### src/rtl/ov7670_frame_ctrl.sv
// Frame-level capture sequencer: aligns OV7670 capture writes to VSYNC frame
// boundaries and ping-pongs two frame-buffer banks so the reader always owns
// a complete, stable frame.  Single capture-clock domain; VSYNC resynchronised.
module ov7670_frame_ctrl #(
  parameter int c_img_pxls    = 4800,
  parameter int c_nb_img_pxls = 13,
  parameter int c_nb_buf      = 12,
  parameter int c_nb_cnt      = 8
) (
  input  logic                     clk,
  input  logic                     rst_n,
  input  logic                     vsync,
  input  logic [1:0]               mode,
  input  logic                     snap_req,
  input  logic                     cap_we,
  input  logic [c_nb_img_pxls-1:0] cap_addr,
  input  logic [c_nb_buf-1:0]      cap_data,
  input  logic                     cons_ack,
  output logic                     fb_we,
  output logic [c_nb_img_pxls:0]   fb_waddr,
  output logic [c_nb_buf-1:0]      fb_wdata,
  output logic                     rd_bank,
  output logic                     frame_valid,
  output logic                     busy,
  output logic                     bad_frame,
  output logic [c_nb_cnt-1:0]      frame_cnt,
  output logic [c_nb_cnt-1:0]      drop_cnt
);

  typedef enum logic [2:0] {
    S_IDLE      = 3'd0,
    S_WAIT_VS   = 3'd1,
    S_ARMED     = 3'd2,
    S_CAPTURE   = 3'd3,
    S_FRAME_END = 3'd4
  } state_t;

  localparam logic [c_nb_img_pxls:0] c_full    = (c_nb_img_pxls+1)'(c_img_pxls);
  localparam logic [c_nb_img_pxls:0] c_pix_one = (c_nb_img_pxls+1)'(1);
  localparam logic [c_nb_cnt-1:0]    c_cnt_one = c_nb_cnt'(1);

  state_t                   state_reg, state_next;
  logic                     vs_meta_reg, vs_sync_reg, vs_dly_reg;
  logic                     vs_rise, vs_fall;
  logic [c_nb_img_pxls:0]   pix_cnt_reg;
  logic                     long_reg;
  logic                     fb_we_reg;
  logic [c_nb_img_pxls:0]   fb_waddr_reg;
  logic [c_nb_buf-1:0]      fb_wdata_reg;
  logic                     wr_bank_reg;
  logic                     frame_valid_reg;
  logic                     bad_frame_reg;
  logic [c_nb_cnt-1:0]      frame_cnt_reg;
  logic [c_nb_cnt-1:0]      drop_cnt_reg;

  logic mode_cont, mode_snap, mode_stop;
  logic frame_full, frame_good, valid_after_ack;
  logic in_capture, in_frame_end;
  logic wr_gate, long_hit, publish, drop;

  // Mode decode; the reserved code 11 behaves like stop.
  assign mode_cont = (mode == 2'b01);
  assign mode_snap = (mode == 2'b10);
  assign mode_stop = ~(mode_cont | mode_snap);

  // Two-flop synchroniser plus edge-detect flop on the raw VSYNC pin.
  always_ff @(posedge clk or negedge rst_n) begin
    if (!rst_n) begin
      vs_meta_reg <= 1'b0;
      vs_sync_reg <= 1'b0;
      vs_dly_reg  <= 1'b0;
    end else begin
      vs_meta_reg <= vsync;
      vs_sync_reg <= vs_meta_reg;
      vs_dly_reg  <= vs_sync_reg;
    end
  end

  assign vs_rise = vs_sync_reg & ~vs_dly_reg;
  assign vs_fall = ~vs_sync_reg & vs_dly_reg;

  assign in_capture   = (state_reg == S_CAPTURE);
  assign in_frame_end = (state_reg == S_FRAME_END);
  assign frame_full   = (pix_cnt_reg == c_full);
  assign frame_good   = frame_full & ~long_reg;

  // A stop request gates the strobe in the same cycle so fb_we drops at once.
  assign wr_gate  = in_capture & cap_we & ~mode_stop & ~frame_full;
  assign long_hit = in_capture & cap_we & ~mode_stop & frame_full;

  // A coincident acknowledge frees the read bank before the publish decision.
  assign valid_after_ack = frame_valid_reg & ~cons_ack;
  assign publish         = in_frame_end & frame_good & ~valid_after_ack;
  assign drop            = in_frame_end & frame_good & valid_after_ack;

  // State register.
  always_ff @(posedge clk or negedge rst_n) begin
    if (!rst_n) state_reg <= S_IDLE;
    else        state_reg <= state_next;
  end

  // Next-state logic; mode is only honoured in IDLE/FRAME_END, except stop aborts.
  always_comb begin
    state_next = state_reg;
    case (state_reg)
      S_IDLE: begin
        if (mode_cont || (mode_snap && snap_req)) state_next = S_WAIT_VS;
      end
      S_WAIT_VS: begin
        if (mode_stop)    state_next = S_IDLE;
        else if (vs_rise) state_next = S_ARMED;
      end
      S_ARMED: begin
        if (mode_stop)    state_next = S_IDLE;
        else if (vs_fall) state_next = S_CAPTURE;
      end
      S_CAPTURE: begin
        if (mode_stop)    state_next = S_IDLE;
        else if (vs_rise) state_next = S_FRAME_END;
      end
      S_FRAME_END: begin
        if (mode_cont)      state_next = S_ARMED;
        else if (mode_snap) state_next = publish ? S_IDLE : S_ARMED;
        else                state_next = S_IDLE;
      end
      default: state_next = S_IDLE;
    endcase
  end

  // Pixel counter and overrun flag, cleared at the start of every frame.
  always_ff @(posedge clk or negedge rst_n) begin
    if (!rst_n) begin
      pix_cnt_reg <= '0;
      long_reg    <= 1'b0;
    end else if ((state_reg == S_ARMED) && vs_fall) begin
      pix_cnt_reg <= '0;
      long_reg    <= 1'b0;
    end else begin
      if (wr_gate)  pix_cnt_reg <= pix_cnt_reg + c_pix_one;
      if (long_hit) long_reg    <= 1'b1;
    end
  end

  // One-cycle registered write path; the bank bit is sampled with the strobe.
  always_ff @(posedge clk or negedge rst_n) begin
    if (!rst_n) begin
      fb_we_reg    <= 1'b0;
      fb_waddr_reg <= '0;
      fb_wdata_reg <= '0;
    end else begin
      fb_we_reg    <= wr_gate;
      fb_waddr_reg <= {wr_bank_reg, cap_addr};
      fb_wdata_reg <= cap_data;
    end
  end

  // Bank ownership, frame handshake and statistics, resolved in FRAME_END.
  always_ff @(posedge clk or negedge rst_n) begin
    if (!rst_n) begin
      wr_bank_reg     <= 1'b0;
      frame_valid_reg <= 1'b0;
      bad_frame_reg   <= 1'b0;
      frame_cnt_reg   <= '0;
      drop_cnt_reg    <= '0;
    end else begin
      bad_frame_reg <= in_frame_end & ~frame_good;
      if (publish) begin
        wr_bank_reg     <= ~wr_bank_reg;
        frame_valid_reg <= 1'b1;
        frame_cnt_reg   <= frame_cnt_reg + c_cnt_one;
      end else if (cons_ack) begin
        frame_valid_reg <= 1'b0;
      end
      if (drop && (drop_cnt_reg != '1)) drop_cnt_reg <= drop_cnt_reg + c_cnt_one;
    end
  end

  assign fb_we       = fb_we_reg;
  assign fb_waddr    = fb_waddr_reg;
  assign fb_wdata    = fb_wdata_reg;
  assign rd_bank     = ~wr_bank_reg;
  assign frame_valid = frame_valid_reg;
  assign busy        = (state_reg != S_IDLE);
  assign bad_frame   = bad_frame_reg;
  assign frame_cnt   = frame_cnt_reg;
  assign drop_cnt    = drop_cnt_reg;

endmodule

### config.mk
export PLATFORM = sky130hd
export DESIGN_NAME = ov7670_frame_ctrl
export DESIGN_NICKNAME = d
export VERILOG_FILES = /design/src/rtl/ov7670_frame_ctrl.sv
export SDC_FILE = /design/constraint.sdc
export NUM_CORES = 1
export LEC_CHECK = 0
export BUFFER_PORTS_ARGS = -buffer_cell sky130_fd_sc_hd__buf_2
export CORE_MARGIN = 2
export CORE_UTILIZATION = 28
export CTS_CLUSTER_DIAMETER = 100
export DETAILED_ROUTE_END_ITERATION = 8
export GPL_TIMING_DRIVEN = 0
export PLACE_DENSITY = 0.49
export SYNTH_ARGS = -nofsm -noshare
export SYNTH_HDL_FRONTEND = slang
export SYNTH_SLANG_ARGS = --single-unit
### constraint.sdc
create_clock -name clk -period 4.1 [get_ports clk]
set_clock_uncertainty 0.2 [all_clocks]
set_input_delay 0.82 -clock clk [delete_from_list [all_inputs] [get_ports clk]]
set_output_delay 0.82 -clock clk [all_outputs]
set_load 0.02 [all_outputs]
==> results of run 1 <==
## per-stage QoR
step / cell area (um^2) / util, % / hold slack, ps / setup WS, ps
after floorplan: 2610 / - / 131 / 1640
after global placement: 3140 / 34.3 / 137 / 1300
after detailed placement: 3150 / 34.4 / 135 / 1280
after CTS: 3370 / 36.8 / 152 / 1620
after global routing: 3370 / 36.8 / 159 / 1500
final: 3370 / 36.8 / 150 / 1610
## layout make-up
cell class                 count  area, um^2
fill                         900        5780
sequential                    67        1680
multi-input combinational    133         888
timing repair buffer          79         398
clock buffer                  11         141
tap                          111         139
clock inverter                 5        85.1
inverter                       6        22.5
buffer                         4        21.3
## critical path, stage by stage
cell	delay, ps
sky130_fd_sc_hd__buf_2	90
sky130_fd_sc_hd__inv_1	40
sky130_fd_sc_hd__ha_1	310
sky130_fd_sc_hd__and4bb_2	350
sky130_fd_sc_hd__nand2_1	220
sky130_fd_sc_hd__nor4_1	450
sky130_fd_sc_hd__xnor2_1	160
sky130_fd_sc_hd__nor2_1	50
## power breakdown
| group | leakage (nW) | total, mW | switching, mW | internal [mW] |
|---|---|---|---|---|
| registers | 0.858 | 0.701 | 0.0169 | 0.684 |
| clock network | 0.110 | 0.616 | 0.254 | 0.363 |
| logic | 0.712 | 0.0989 | 0.0596 | 0.0393 |
| total | 1.68 | 1.42 | 0.330 | 1.09 |
## worst min path at each step
stage | start | endpoint | slack, ps
floorplan | vs_meta_reg | vs_sync_reg | 130
global placement | vs_meta_reg | vs_sync_reg | 140
detailed placement | vs_meta_reg | vs_sync_reg | 130
CTS | vs_meta_reg | vs_sync_reg | 150
global route | vs_meta_reg | vs_sync_reg | 160
finish | vs_meta_reg | vs_sync_reg | 150
## cells by family (layout without fill, tap and decap cells)
| family | after synthesis | count (layout) | synth area share, % |
|---|---|---|---|
| adder cells (fa/ha/maj) | 6 | 6 | 2.88 |
| buffers and inverters | 10 | 105 | 1.68 |
| AO/OA/AOI/OAI | 12 | 12 | 2.64 |
| flip-flops | 67 | 67 | 64.3 |
| multiplexers | 2 | 2 | 0.863 |
| XOR/XNOR | 27 | 27 | 9.06 |
| AND/OR/NAND/NOR | 86 | 86 | 18.6 |
## metal layers
metal	part of all wire, %	vias to the layer above	track usage, %	wire, um
met1	48	858	15.7	2540
li1	-	907	-	-
met2	40	78	15.3	2120
met4	0.59	0	3.16	31
met3	11	4	5.62	560
met5	0	-	0	0
## synth_stat cells
cell type / n
sky130_fd_sc_hd__dfrtp_1: 67
sky130_fd_sc_hd__xnor2_1: 22
sky130_fd_sc_hd__nor2_1: 19
sky130_fd_sc_hd__nand2_1: 14
sky130_fd_sc_hd__nand4_1: 10
sky130_fd_sc_hd__a21oi_1: 7
sky130_fd_sc_hd__and3_1: 7
sky130_fd_sc_hd__nor3_1: 7
sky130_fd_sc_hd__ha_1: 6
sky130_fd_sc_hd__inv_1: 6
sky130_fd_sc_hd__nand3_1: 6
sky130_fd_sc_hd__nor4_1: 5
sky130_fd_sc_hd__xor2_1: 5
sky130_fd_sc_hd__o21ai_0: 3
sky130_fd_sc_hd__or3_1: 3
sky130_fd_sc_hd__buf_2: 2
sky130_fd_sc_hd__mux2_1: 2
sky130_fd_sc_hd__nand2b_1: 2
sky130_fd_sc_hd__nand3b_1: 2
sky130_fd_sc_hd__and2_1: 1
sky130_fd_sc_hd__and4_1: 1
sky130_fd_sc_hd__and4b_1: 1
sky130_fd_sc_hd__and4bb_2: 1
sky130_fd_sc_hd__buf_4: 1
sky130_fd_sc_hd__clkbuf_1: 1
sky130_fd_sc_hd__nor3b_1: 1
sky130_fd_sc_hd__nor4_4: 1
sky130_fd_sc_hd__nor4bb_1: 1
sky130_fd_sc_hd__o32a_1: 1
sky130_fd_sc_hd__o32ai_1: 1
sky130_fd_sc_hd__or2_2: 1
sky130_fd_sc_hd__or3b_2: 1
sky130_fd_sc_hd__or4_1: 1
sky130_fd_sc_hd__or4b_4: 1
==> results, run 1 <==
- The leading area contributor after synthesis is sky130_fd_sc_hd__dfrtp_1.
- The number of DRC violations after detailed routing is 0.
- The run finished with clean final reports.
- The worst setup path is of the in2reg kind.
- The remaining global-route overflow is 0.
- The worst-case vdd ir drop is 0.238 mV.
- Post-CTS timing repair inserted 0 buffers for setup.
- In this run the worst hold path is classified as reg2reg.
- The max-cap violation count is 0.
- The final hold violation count is 0.
- The proportion of synthesized chip area in sequential cells is 64.3%.
- Dividing the synthesized area by the synthesized cell count gives 12.4 um^2.
- In this run the static leakage power is 1.68 nW.
- The number of cells produced by synthesis is 210.
- The launching point of the worst reg2reg path is pix_cnt_reg[2].
- The cell area after synthesis is 2610 um^2.
- For the pin with the worst max-slew slack, the measured transition is 1000 ps.
- The terminus of the critical flop-to-flop path is frame_cnt[1].
- The global-route wire length before repair is 8900 um.
- In the post-synthesis netlist, the biggest area contributors are sky130_fd_sc_hd__dfrtp_1, sky130_fd_sc_hd__xnor2_1, sky130_fd_sc_hd__ha_1.
- The critical path endpoint is pix_cnt_reg[12].
- For the worst flop-to-flop path, the logic depth is 5.
- The net count reported at finish is 339.
- The tightest slew margin relative to the limit is 32.6%.
- The library cell used most frequently in the layout, excluding fill and tap cells, is sky130_fd_sc_hd__buf_2.
- The number of antenna violations at the first check in global routing is 0.
- In the final routed layout, each cell accounts on average for 12.6 um.
- The first-iteration detailed-routing DRC count is 59.
- The first TritonRoute pass finished after 4 iterations.
- TritonCTS built the clock tree.
- The top cell type by area accounts for 64.3% of the synthesized area.
- The die outline height is 101 um.
- The top-level port count is 80.
- The top cell types in the final layout, fill and taps aside, are sky130_fd_sc_hd__buf_2, sky130_fd_sc_hd__dfrtp_1, sky130_fd_sc_hd__xnor2_1, sky130_fd_sc_hd__nor2_1, sky130_fd_sc_hd__nand2_1.
- In this run the worst path has a maximum fanout of 10.
- Leaving out filler cells and counting taps, the final layout contains 416.
- Port buffering added 79 buffers.
- The power per cell area is 420 nW/um^2.
- The minimum period implied by the final worst setup slack is 2490 ps.
- Summing over every cut layer, the via total after detailed routing is 1,847.
- The required time at the worst-slack endpoint is 4110 ps.
- The final wirelength is 5260 um.
- The overall power consumption is 1.42 mW.
- The detailed-placement wirelength estimate is 3690 um.
- The number of buffers inserted during clock tree synthesis is 9.
- The number of inserted diodes is 0.
- The max-slew violation count is 0.
- The total routing usage reported by global routing is 11.2%.
- In this run the worst setup path begins at mode[0].
- Cells with a size suffix above 1 make up 33.4% of the layout.
- Setup repair after global routing left no endpoint under its margin.
- The chip width is 101 um.
- The final number of setup-violating endpoints is 0.
- The number of cells traversed by the worst hold path is 0.
- The count of placed standard cells including taps is 400.
- The startpoint type of the worst setup path is an input pin.
- The sink count of the clock tree is 67.
- Compared with the post-synthesis result, the final layout area differs by 29.3%.
- The number of global-route vias before repair is 1,908.
- The critical path arrival is 2500 ps.
- The worst setup path is captured at a flop.
- The source-to-sink clock delay at the later pin of the worst-skew pair is 340 ps.
- The core region is 9150 um^2.
- Derived from the worst setup path, the maximum achievable clock frequency is 0.402 GHz.
- The largest net degree at the start of global routing is 68.
- Dividing the final minimum period by the clock period gives 60.7%.
- The initial standard-cell utilization of the core is 28.5%.
- The remaining number of nets flagged by the antenna check after routing is 0.
- The initialized floorplan defines 35 standard-cell rows.
- Synthesis inferred 67 register bits.
- The largest buffer count on any clock path is 2.
- For the final routed database, the setup TNS stands at 0 ps.
- The average vias per placed instance is 4.44.
- The quantity of hold-fixing buffers added after cts is 0.
- After clock tree synthesis, the clock-pin slew on the worst setup and hold paths is 80 ps.
- The routability congestion estimate is 0.744.
- The post-synthesis net count is 249.
- The worst register-to-register path has a setup slack of 1650 ps.
- The number of distinct standard cells referenced by the synthesized netlist is 34.
- The master cell of the clock root buffer is sky130_fd_sc_hd__clkbuf_8.
- For this run, the number of Yosys warnings is 0.
- The die covers 10,100 um^2.
- The H-tree was split into 3 levels.
- Gates resized during post-CTS repair numbered 0.
(Power assumes the default switching activity.)
==> run 2: changes to the inputs <==
Settings changed: PLACE_DENSITY 0.49 to 0.51.
Clock period 4.1 ns to 2.2 ns, I/O delays scaled along.
==> results, run 2 (synthesis results as in run 1) <==
- The largest buffer count on any clock path came to 2 (unchanged).
- The largest net degree at the start of global routing came to 68 (unchanged).
- The die outline area is 10,100 um^2 (unchanged).
- The final cycle utilization of the critical path is 105%.
- The register-to-register setup slack was -100 ps (-1750 ps).
- The remaining number of nets flagged by the antenna check after routing came to 0 (unchanged).
- The global-route wire length before repair is 9580 um (+7.7%).
- The worst register-to-register path ends at drop_cnt[1].
- The die outline height is 101 um (unchanged).
- The remaining global-route overflow was 0 (unchanged).
- The critical path arrival is 2330 ps (-170 ps).
- On the critical path the largest part of the delay comes from simple AND/OR/NAND/NOR gates.
- The max-slew violation count is 0 (unchanged).
- The share of post-route cells with drive strength above 1 is 36.3% (+2.8 points).
- The worst setup path is launched from a flop.
- The sequential cell area is 1680 um^2 (+0.15%).
- The final wirelength is 5830 um (+11%).
- The number of buffers inserted during clock tree synthesis came to 9 (unchanged).
- The master cell of the clock root buffer is sky130_fd_sc_hd__clkbuf_8.
- Setup repair after global routing could not meet its margin everywhere.
- The routability congestion estimate is 0.793 (+6.6%).
- The source-to-sink clock delay at the later pin of the worst-skew pair was 340 ps (about the same).
- The count of filler cells inserted in the layout is 877 (-2.6%).
- Leaving out fill and tap cells, the most frequent cell in the layout is sky130_fd_sc_hd__buf_2.
- The clock transition at the register clock pins on the worst setup and hold paths after CTS is 70 ps (about the same).
- The tightest slew margin relative to the limit is 43.9% (+11 points).
- The average vias per placed instance came to 4.51 (+1.6%).
- Based on the critical path, the design can be clocked at up to 0.434 GHz.
- The slew at the pin with the worst max-slew slack was 841 ps (-160 ps).
- The count of buffers from port buffering is 79 (unchanged).
- The critical path is of the reg2reg type.
- The largest fanout on the critical path came to 8 (-2).
- The final reports fail on hold timing, setup timing.
- The multi-input gate area in the final layout is 968 um^2 (+9.0%).
- The static power due to leakage is 1.84 nW (+9.2%).
- The first-iteration detailed-routing DRC count came to 109 (+85%).
- The top-level port count is 80 (unchanged).
- The count of placed standard cells including taps is 400 (unchanged).
- The total routing usage reported by global routing was 12.3% (+1.0 points).
- The max-cap violation count was 0 (unchanged).
- The chip width was 101 um (unchanged).
- The post-placement setup slack is -261 ps (-1540 ps).
- The net count reported at finish is 373 (+10%).
- The launching point of the worst reg2reg path is pix_cnt_reg[11].
- The count of cells along the worst register-to-register path is 5 (unchanged).
- The final sum of negative setup slack is -496 ps (-496 ps).
- The total number of vias is 2,030 (+9.9%).
- The sink count of the clock tree came to 67 (unchanged).
- The required time at the worst-slack endpoint is 2230 ps (-1880 ps).
- In the layout the commonest cells are sky130_fd_sc_hd__buf_2, sky130_fd_sc_hd__dfrtp_1, sky130_fd_sc_hd__dlygate4sd3_1, sky130_fd_sc_hd__xnor2_1, sky130_fd_sc_hd__nor2_1.
- The layout overhead on the synthesized area is 44.9%.
- The number of DRC violations after detailed routing was 0 (unchanged).
- The number of inserted diodes was 0 (unchanged).
- The final hold violation count is 5 (+5).
- The number of standard-cell rows in the floorplan was 35 (unchanged).
- The number of antenna violations at the first check in global routing is 0 (unchanged).
- The CTS H-tree depth is 3 (unchanged).
- The delay contributed by the slowest stage of the critical path is 570 ps (+120 ps).
- The buffering stage count on the worst path with inverters included came to 1 (-1).
- The power per cell area was 701 nW/um^2 (+67%).
- The minimum period implied by the final worst setup slack is 2300 ps.
- The overall power consumption is 2.65 mW (+87%).
- The hold slack came to -9.45 ps (-160 ps).
- The core outline area is 9150 um^2 (unchanged).
- The critical path goes through or4_4, nor4_4, and4b_1, buf_6, mux2_4.
- The kind of capture point of the worst setup path is a flop.
- The number of search-and-repair iterations in the first detailed-routing pass is 4 (unchanged).
- The number of global-route vias before repair came to 2,006 (+5.1%).
- The run finished, with violations left.
- The final cell count without fillers is 450 (+8.2%).
- On the critical path, the stage with the largest delay is an instance of sky130_fd_sc_hd__or4_4.
- The worst-case vdd ir drop is 0.353 mV (+48%).
- The final worst setup slack came to -105 ps (-1710 ps).
- The initial standard-cell utilization of the core is 28.5% (unchanged).
- The path type of the worst min-delay path is in2async.
- The CTS tree is done.
- The final number of setup-violating endpoints is 12 (+12).
- The detail-routed net length per standard cell is 12.9 um (+2.4%).
- The detailed-placement wirelength estimate is 3660 um (-0.72%).
==> run 2: cell types whose count changed in the layout (fill, tap and decap cells not counted), moves of 2 or more <==
cell | before | now
sky130_fd_sc_hd__nor4_2 | 0 | 3
sky130_fd_sc_hd__mux2_4 | 0 | 2
sky130_fd_sc_hd__mux2_1 | 2 | 0
sky130_fd_sc_hd__buf_2 | 80 | 78
sky130_fd_sc_hd__buf_4 | 2 | 9
sky130_fd_sc_hd__dlygate4sd3_1 | 0 | 26
sky130_fd_sc_hd__nor4_1 | 5 | 2
sky130_fd_sc_hd__dfrtp_1 | 67 | 65
sky130_fd_sc_hd__dfrtp_2 | 0 | 2
sky130_fd_sc_hd__buf_6 | 0 | 3
==> run 2: per-stage QoR <==
step                      area, um^2  util, %
final                           3780     41.3
after global routing            3780     41.3
after CTS                       3720     40.6
after detailed placement        3170     34.6
after global placement          3160     34.6
after floorplan                 2630        -
==> run 2: metal layers <==
metal  up-vias  wire length (um)  global-route usage [%]  share of wire (%)
met2        51              2980                    21.0                 51
met3         8               266                    3.74                4.6
li1        973                 -                       -                  -
met5         -                 0                       0                  0
met1       998              2490                    14.4                 43
met4         0                93                    4.74                1.6
==> run 2: worst max-delay path by stage <==
| stage | from | end | depth (start not counted) |
|---|---|---|---|
| 2_1_floorplan | pix_cnt_reg[11] | drop_cnt[1] | 5 |
| 3_3_place_gp | pix_cnt_reg[11] | state_reg[1] | 5 |
| 3_5_place_dp | pix_cnt_reg[11] | state_reg[1] | 5 |
| 4_1_cts | pix_cnt_reg[4] | drop_cnt[1] | 5 |
| 5_1_grt | pix_cnt_reg[11] | drop_cnt[1] | 5 |
| 6_report | pix_cnt_reg[11] | drop_cnt[1] | 5 |
==> run 2: final cells by class <==
cell class,instances,share of cell area [%]
Inverter,6,0.596
Multi-Input combinational cell,133,25.6
Clock buffer,10,3.38
Timing Repair Buffer,114,19.3
Buffer,3,0.695
Tap cell,111,3.67
Sequential cell,67,44.4
Clock inverter,6,2.35
==> run 2: what timing repair did <==
item                                   4_1_cts  5_1_grt
pin swaps                                    6        5
setup endpoints to repair                   26       25
resized for setup                            6        9
endpoints found under the hold margin       26        0
hold buffers                                26        0
gates cloned                                 0        0
setup buffers                                6        3
==> run 2: where the power goes <==
part | switching, mW | total [mW] | internal [mW]
combinational | 0.118 | 0.223 | 0.104
sequential | 0.0322 | 1.31 | 1.27
clock | 0.482 | 1.12 | 0.640
total | 0.633 | 2.65 | 2.02
